===== src/rtl/ccff_chain_loader.sv =====
`default_nettype none
// ============================================================================
//  Module      : ccff_chain_loader
//  Description : Probes a tile's configuration chain for its length, then
//                serialises host config words onto ccff_head.
//  Revision    : 1.0 - initial release
// ============================================================================
module ccff_chain_loader #(
    parameter int CHAIN_LEN = 32,
    parameter int WORD_W    = 8,
    parameter int CNT_W     = 16
) (
    input  logic              prog_clk,
    input  logic              prog_rst_n,
    input  logic              start,
    input  logic [WORD_W-1:0] cfg_data,
    input  logic              cfg_valid,
    output logic              cfg_ready,
    output logic              ccff_head,
    input  logic              ccff_tail,
    output logic              ccff_shift_en,
    output logic              busy,
    output logic              done,
    output logic              error,
    output logic [CNT_W-1:0]  chain_len_meas
);

    localparam int REM_W = (WORD_W > 1) ? $clog2(WORD_W) : 1;
    localparam logic [CNT_W-1:0] C_LEN     = CNT_W'(CHAIN_LEN);
    localparam logic [CNT_W-1:0] C_LEN2    = CNT_W'(2 * CHAIN_LEN);
    localparam logic [REM_W-1:0] C_REM_NEW = REM_W'(WORD_W - 1);

    typedef enum logic [2:0] {
        S_IDLE  = 3'd0,
        S_FLUSH = 3'd1,
        S_PROBE = 3'd2,
        S_LOAD  = 3'd3,
        S_DONE  = 3'd4,
        S_ERR   = 3'd5
    } state_t;

    state_t             state_q, state_d;
    logic [CNT_W-1:0]   cnt_q, cnt_d;
    logic [REM_W-1:0]   rem_q, rem_d;
    logic [WORD_W-1:0]  buf_q, buf_d;
    logic               head_q, head_d;
    logic               shift_en_q, shift_en_d;
    logic [CNT_W-1:0]   meas_q, meas_d;

    logic [CNT_W-1:0]   w_cnt_inc;
    logic               w_ready;
    logic               w_accept;

    // cnt_q counts shift edges of the current phase; w_cnt_inc includes the edge now ending
    assign w_cnt_inc = cnt_q + {{(CNT_W-1){1'b0}}, shift_en_q};
    assign w_ready   = (state_q == S_LOAD) && (rem_q == '0) && (w_cnt_inc < C_LEN);
    assign w_accept  = w_ready && cfg_valid;

    always_ff @(posedge prog_clk or negedge prog_rst_n) begin
        if (!prog_rst_n) begin
            state_q    <= S_IDLE;
            cnt_q      <= '0;
            rem_q      <= '0;
            buf_q      <= '0;
            head_q     <= 1'b0;
            shift_en_q <= 1'b0;
            meas_q     <= '0;
        end else begin
            state_q    <= state_d;
            cnt_q      <= cnt_d;
            rem_q      <= rem_d;
            buf_q      <= buf_d;
            head_q     <= head_d;
            shift_en_q <= shift_en_d;
            meas_q     <= meas_d;
        end
    end

    always_comb begin
        state_d    = state_q;
        cnt_d      = cnt_q;
        rem_d      = rem_q;
        buf_d      = buf_q;
        head_d     = head_q;
        shift_en_d = shift_en_q;
        meas_d     = meas_q;

        case (state_q)
            S_IDLE, S_DONE, S_ERR: begin
                shift_en_d = 1'b0;
                head_d     = 1'b0;
                if (start) begin
                    state_d    = S_FLUSH;
                    cnt_d      = '0;
                    rem_d      = '0;
                    buf_d      = '0;
                    meas_d     = '0;
                    shift_en_d = 1'b1;
                end
            end

            S_FLUSH: begin
                cnt_d = w_cnt_inc;
                if (w_cnt_inc == C_LEN) begin
                    state_d    = S_PROBE;
                    cnt_d      = '0;
                    head_d     = 1'b1;
                    shift_en_d = 1'b1;
                end
            end

            S_PROBE: begin
                head_d = 1'b0;
                if ((cnt_q != '0) && ccff_tail) begin
                    meas_d     = cnt_q;
                    cnt_d      = '0;
                    rem_d      = '0;
                    shift_en_d = 1'b0;
                    state_d    = (cnt_q == C_LEN) ? S_LOAD : S_ERR;
                end else if (!shift_en_q && (cnt_q == C_LEN2)) begin
                    meas_d     = '0;
                    shift_en_d = 1'b0;
                    state_d    = S_ERR;
                end else begin
                    // Pause one cycle after edge N and edge 2N so the tail can be
                    // checked without a further edge disturbing a correct chain.
                    cnt_d      = w_cnt_inc;
                    shift_en_d = !(shift_en_q && ((w_cnt_inc == C_LEN) || (w_cnt_inc == C_LEN2)));
                end
            end

            S_LOAD: begin
                if (shift_en_q && (w_cnt_inc == C_LEN)) begin
                    cnt_d      = w_cnt_inc;
                    state_d    = S_DONE;
                    shift_en_d = 1'b0;
                    head_d     = 1'b0;
                    rem_d      = '0;
                    buf_d      = '0;
                end else if (shift_en_q && (rem_q != '0)) begin
                    cnt_d  = w_cnt_inc;
                    head_d = buf_q[0];
                    buf_d  = buf_q >> 1;
                    rem_d  = rem_q - REM_W'(1);
                end else if (w_accept) begin
                    cnt_d      = w_cnt_inc;
                    head_d     = cfg_data[0];
                    buf_d      = cfg_data >> 1;
                    rem_d      = C_REM_NEW;
                    shift_en_d = 1'b1;
                end else begin
                    cnt_d      = w_cnt_inc;
                    shift_en_d = 1'b0;
                end
            end

            default: begin
                state_d    = S_IDLE;
                shift_en_d = 1'b0;
                head_d     = 1'b0;
            end
        endcase
    end

    assign cfg_ready      = w_ready;
    assign ccff_head      = head_q;
    assign ccff_shift_en  = shift_en_q;
    assign busy           = (state_q == S_FLUSH) || (state_q == S_PROBE) || (state_q == S_LOAD);
    assign done           = (state_q == S_DONE);
    assign error          = (state_q == S_ERR);
    assign chain_len_meas = meas_q;

endmodule
`default_nettype wire


===== config.mk =====
export PLATFORM = sky130hd
export DESIGN_NAME = ccff_chain_loader
export DESIGN_NICKNAME = d
export VERILOG_FILES = /design/src/rtl/ccff_chain_loader.sv
export SDC_FILE = /design/constraint.sdc
export NUM_CORES = 1
export LEC_CHECK = 0
export ABC_AREA = 0
export BUFFER_PORTS_ARGS = -buffer_cell sky130_fd_sc_hd__buf_4
export CAP_MARGIN = 20
export CORE_MARGIN = 4
export CORE_UTILIZATION = 35
export CTS_BUF_LIST = sky130_fd_sc_hd__clkbuf_4
export DETAILED_ROUTE_END_ITERATION = 8
export HOLD_SLACK_MARGIN = 0.06
export PLACE_DENSITY = 0.52
export SLEW_MARGIN = 20
export SYNTH_ARGS = -nofsm -noshare
export SYNTH_HDL_FRONTEND = slang
export SYNTH_SLANG_ARGS = --single-unit

===== constraint.sdc =====
create_clock -name prog_clk -period 7.45 [get_ports prog_clk]
set_input_delay 1.1175 -clock prog_clk [delete_from_list [all_inputs] [get_ports prog_clk]]
set_output_delay 1.1175 -clock prog_clk [all_outputs]
set_load 0.01 [all_outputs]

Word-level counts from Yosys, hierarchy flattened
Cells that the tools add are included.

Bits in registers: 48. Output and inout port bits: 22.

Add/sub/neg operators: 2. $lt $le $gt $ge: 1. Equality and inequality tests: 17. Mux-type cells: 38. Reduce and logical (&&, ||, !) cells: 29.

Operator list (count): 16-bit two-way mux (6); 16-bit case mux with 4 select lines (1); 3-bit two-way mux (11); 16-bit by 6-bit == test with 1-bit output (second input constant) (2); 16-bit by 7-bit == test with 1-bit output (second input constant) (2); 8-bit two-way mux (4); 16-bit case mux with 2 select lines (1); 16-bit by 1-bit adder with 16-bit output (1); 16-bit by 6-bit < comparator with 1-bit output (second input constant) (1); 8-bit case mux with 2 select lines (1); 16-bit nonzero test (1); 3-bit case mux with 4 select lines (1); 1-bit two-way mux (10); 3-bit != test (second input constant) (3); 3-bit case mux with 3 select lines (1); 3-bit AND reduction (3); 1-bit logical AND (8); 4-bit AND reduction (2); 3-bit by 2-bit == test with 1-bit output (second input constant) (2); 3-bit == test (second input constant) (2); 3-bit logical NOT (2); 2-bit != test (second input constant) (3); 3-bit nonzero test (2); 4-bit by 2-bit != test with 1-bit output (second input constant) (1); other kinds (11) (16).

Depth between registers and ports, before layout
Depth after elaboration: 8. Depth in mapped cells: 11. Depth with buffers taken out: 9.

Worst setup path after synthesis
Ideal clock, no wire load.

Path kind: reg-to-output. Start: register shift_en_q (netlist: ccff_shift_en). End: output cfg_ready. Arrival time: 2122 ps. Slack: 4211 ps. Cell stages (with the launch flop): 8. Path buffers: 0. Cell sequence: dfrtp_1 > ha_1 > ha_1 > nand3_1 > or3_1 > o31ai_1 > and4_4 > and2_1.

Word-level cells in the longest chain between the ends: 3.

RTL lines: from (decl) (RTL line 47) `logic shift_en_q, shift_en_d;`; from (signal assigned) (RTL line 74) `shift_en_q <= shift_en_d;`; 16-bit by 1-bit adder with 16-bit output (RTL line 55) `assign w_cnt_inc = cnt_q + {{(CNT_W-1){1'b0}}, shift_en_q};`; 16-bit by 6-bit < comparator with 1-bit output (RTL line 56) `assign w_ready = (state_q == S_LOAD) && (rem_q == '0) && (w_cnt_inc < C_LEN);`; 1-bit logical AND (RTL line 56); to (decl) (RTL line 18) `output logic cfg_ready,`.

Every way passes these cells.

Worst setup path in the final report
Same ends and word-level chain as after synthesis.

==> out/results.tsv <==
stage	metric	value	unit
logic_synthesis	Mean Syn Cell Area	9.17	sq um
power	Seq pwr share	34.2	%
power	Switch Pwr	440	uW
critical_path	Setup crit start kind	flop	
final_layout	final net count	358	
logic_synthesis	async set or reset register ratio after synthesis	100	%
die	height of the die	99.6	um
clock_network	root buffer cell	clkbuf_4	
logic_synthesis	largest family of logic cells by synthesized area	simple AND/OR/NAND/NOR gates	
critical_path	CP most frequent cell	ha_1	
clock_network	Max Root-Sink Buffers	2	
sta	setup TNS	0	ns
sta	final cycle utilization of the critical path	54.1	%
sta	highest clock rate	248	MHz
outcome	outcome	completed	
die	Die Wd	99.6	um
critical_path	crit-path max cell delay	0.55	ns
detailed_routing	vias per inst	5.59	
die	core area	8180	sq um
critical_path	Worst Setup End Kind	primary output	
power	power per cell area	309	nW/um^2
clock_network	clock latency on the worst-skew pair	0.38	ns
flow_run	max-cap viol count	0	
placed_design	HPWL Detailed	5150	um
detailed_routing	ANT nets after route	0	
critical_path	Worst EP required	6.33	ns
critical_path	Worst Path Arrival	2.91	ns
clock_network	Num CTS Buffers	5	
logic_synthesis	YS warnings	0	
clock_network	Worst-path clk slew	0.15	ns
global_routing	GRT Residual Overflow	0	
sta	fin crit period	4.03	ns
power	Lkg Pwr	0.00147	uW
critical_path	crit path max-delay cell type	dfrtp_1	
critical_path	crit-path cells	ha_1 -> ha_1 -> nand3_1 -> or3_1 -> o31ai_1 -> and4_4 -> and2_1 -> buf_4	
global_routing	GRT Util Overall	15.6	%
placed_design	routability cong.	0.825	
final_layout	most frequent cells in the layout	dfrtp_1 (47), nand2_1 (41), buf_4 (35), nand3_1 (19), a22o_1 (18)	
logic_synthesis	post-synth cell types	59	
global_routing	largest net degree at the start of global routing	48	
hold_path	type of the worst min-delay path	reg2reg	
power	Combinational Power Share	46.8	%
critical_path	CP Max Fanout	9	
placed_design	IO buf count	34	
sta	max-slew violations	0	
global_routing	initial antenna violation count	0	
clock_network	Num Clock Sinks	47	
final_layout	Layout Utilization	40.8	%
logic_synthesis	net count after synthesis	338	
sta	unrepaired setup endpoints after global routing	false	
power	Switching Share	42.7	%
logic_synthesis	Post-Synth XOR/XNOR Area	1.19	%
logic_synthesis	number of flops mapped to enable cells by yosys	0	
power	Max VDD drop	0.153	mV
sta	Worst slew margin	44.0	%
power	Internal	589	uW
power	clock power share	19.0	%
logic_synthesis	Post-Synth Adder-Cell Area	2.13	%
sta	Finish-stage setup viols	0	
logic_synthesis	FF+latch count, synth	47	
clock_network	CTS tree	done	
sta	Post-Route Skew	0.0211	ns
detailed_routing	wire per inst	16.3	um
sta	Hold Vio Cnt, Final	0	
sta	worst-margin pin slew	0.840	ns
final_layout	share of cells above drive strength 1	19.9	%
die	# rows	33	
die	num ports	35	
final_layout	ANT cells	0	
global_routing	first-pass GRT wire length	12600	um
logic_synthesis	sequential fraction of the synthesis area	40.1	%
logic_synthesis	Post-Syn Instances	320	
logic_synthesis	Synth Area in Compound Gates	21.7	%
logic_synthesis	most used flip-flop cell after synthesis	dfrtp_1	
clock_network	post_cts resized	0	
global_routing	vias in the first global route	2465	
clock_network	H-tree depth	2	
final_layout	area delta synth->final	13.5	%
critical_path	Critical Setup Path Class	reg2out	
logic_synthesis	Synth Cell Area	2940	sq um
die	total die area	9920	sq um
placed_design	dpl cell area	3220	sq um
clock_network	hold_buf cts	0	
detailed_routing	initial DRC count	175	
detailed_routing	# DRC	0	
logic_synthesis	mux cell area share after synthesis	4.73	%
detailed_routing	WL final	7280	um
final_layout	most common cell after layout, fill and taps aside	dfrtp_1	
die	Initial Utilization	35.9	%
sta	WHS	0.527	ns
detailed_routing	TritonRoute pass-1 iters	4	
detailed_routing	via count	2491	
power	Overall Power	1030	uW
final_layout	Final Cell Area	3330	sq um
logic_synthesis	Simple-Gate Fraction of Synth Area	25.6	%
clock_network	setup bufs post-CTS	0	
==> Yosys cell counts (2+ instances only) <==
library cell	n	area share [%]
o211ai_1	2	0.51
and3b_1	3	0.90
nor3b_1	3	0.77
nor2_1	12	1.5
nand2b_1	2	0.43
o21a_1	3	0.77
nand4_1	7	1.5
o41ai_1	2	0.60
xnor2_1	4	1.2
o221ai_1	2	0.60
and2_1	5	1.1
a22o_1	18	5.4
o21ai_0	14	2.4
and3_1	4	0.85
ha_1	5	2.1
nor2b_1	4	0.85
buf_2	11	1.9
nor3_1	6	1.0
a21o_1	5	1.3
mux2_2	3	1.2
inv_1	7	0.90
a21oi_1	16	2.7
mux2_4	7	3.6
o31ai_1	4	1.0
nand2_1	41	5.2
or3_1	12	2.6
o21bai_1	3	0.77
nor4_1	6	1.3
or4_1	3	0.77
or2_2	4	0.85
a31oi_1	3	0.64
dfrtp_1	47	40
nand3_1	19	3.2
clkbuf_1	8	1.0
==> cell type report <==
class | count | area (sq um)
timing repair buffer | 35 | 263
sequential | 47 | 1180
clock buffer | 5 | 37.5
multi-input combinational | 243 | 1630
fill | 837 | 4840
inverter | 8 | 30.0
clock inverter | 3 | 67.6
tap | 105 | 131
==> critical path, delay by kind of cell (launching register included) <==
family / cells / cell delay [ns]
and+or+nand+nor: 4 / 1.17
DFF: 1 / 0.55
adders and majority gates: 2 / 0.44
AOI/OAI and AO/OA: 1 / 0.27
buffers and inverters: 1 / 0.12
==> power by group through the flow <==
stage / sequential, uW / clock (uW) / combinational (uW)
finish: 352 / 195 / 482
CTS: 352 / 200 / 489
global route: 363 / 211 / 542
detailed placement: 357 / 0 / 486
global placement: 354 / 0 / 488
floorplan: 335 / 0 / 378
==> per-stage QoR <==
step / setup slack (ns) / std cells
after floorplan: 4.21 / 320
after global placement: 3.95 / 438
final: 3.42 / 446
after CTS: 3.41 / 446
after detailed placement: 3.89 / 438
after global routing: 3.11 / 446
==> kinds of logic (layout without fill, tap and decap cells) <==
| kind of cell | after synthesis | in the layout |
|---|---|---|
| buffers and inverters | 30 | 51 |
| XOR/XNOR | 4 | 4 |
| adder cells (fa/ha/maj) | 5 | 5 |
| AND/OR/NAND/NOR | 139 | 139 |
| flip-flops | 47 | 47 |
| multiplexers | 10 | 10 |
| AO/OA/AOI/OAI | 85 | 85 |
==> state kept, by name, indices dropped and copies added (netlist names) <==
name and flops:
buf_q 7, ccff_head 1, ccff_shift_en 1, chain_len_meas 16
cnt_q 16, rem_q 3, state_q 3
==> worst paths after layout <==
kind | start | to | slack, ns | depth (start not counted)
worst max-delay path | ccff_shift_en | cfg_ready | 3.42 | 8
worst min-delay path | chain_len_meas[1] | chain_len_meas[1] | 0.53 | 1
worst max register to register | ccff_shift_en | cnt_q[7] | 4.11 | 9
worst min register to register | chain_len_meas[1] | chain_len_meas[1] | 0.53 | 1
max in group asynchronous | prog_rst_n | rem_q[2] | 6.31 | 1
min in group asynchronous | prog_rst_n | state_q[0] | 0.73 | 1
==> routing by layer <==
metal	up-vias	wire (um)	global-route usage (%)
met1	1226	3640	22.6
li1	1215	-	-
met2	45	3300	24.1
met5	-	0	0
met3	5	266	2.66
met4	0	72	3.78
(Power assumes the default switching activity.)
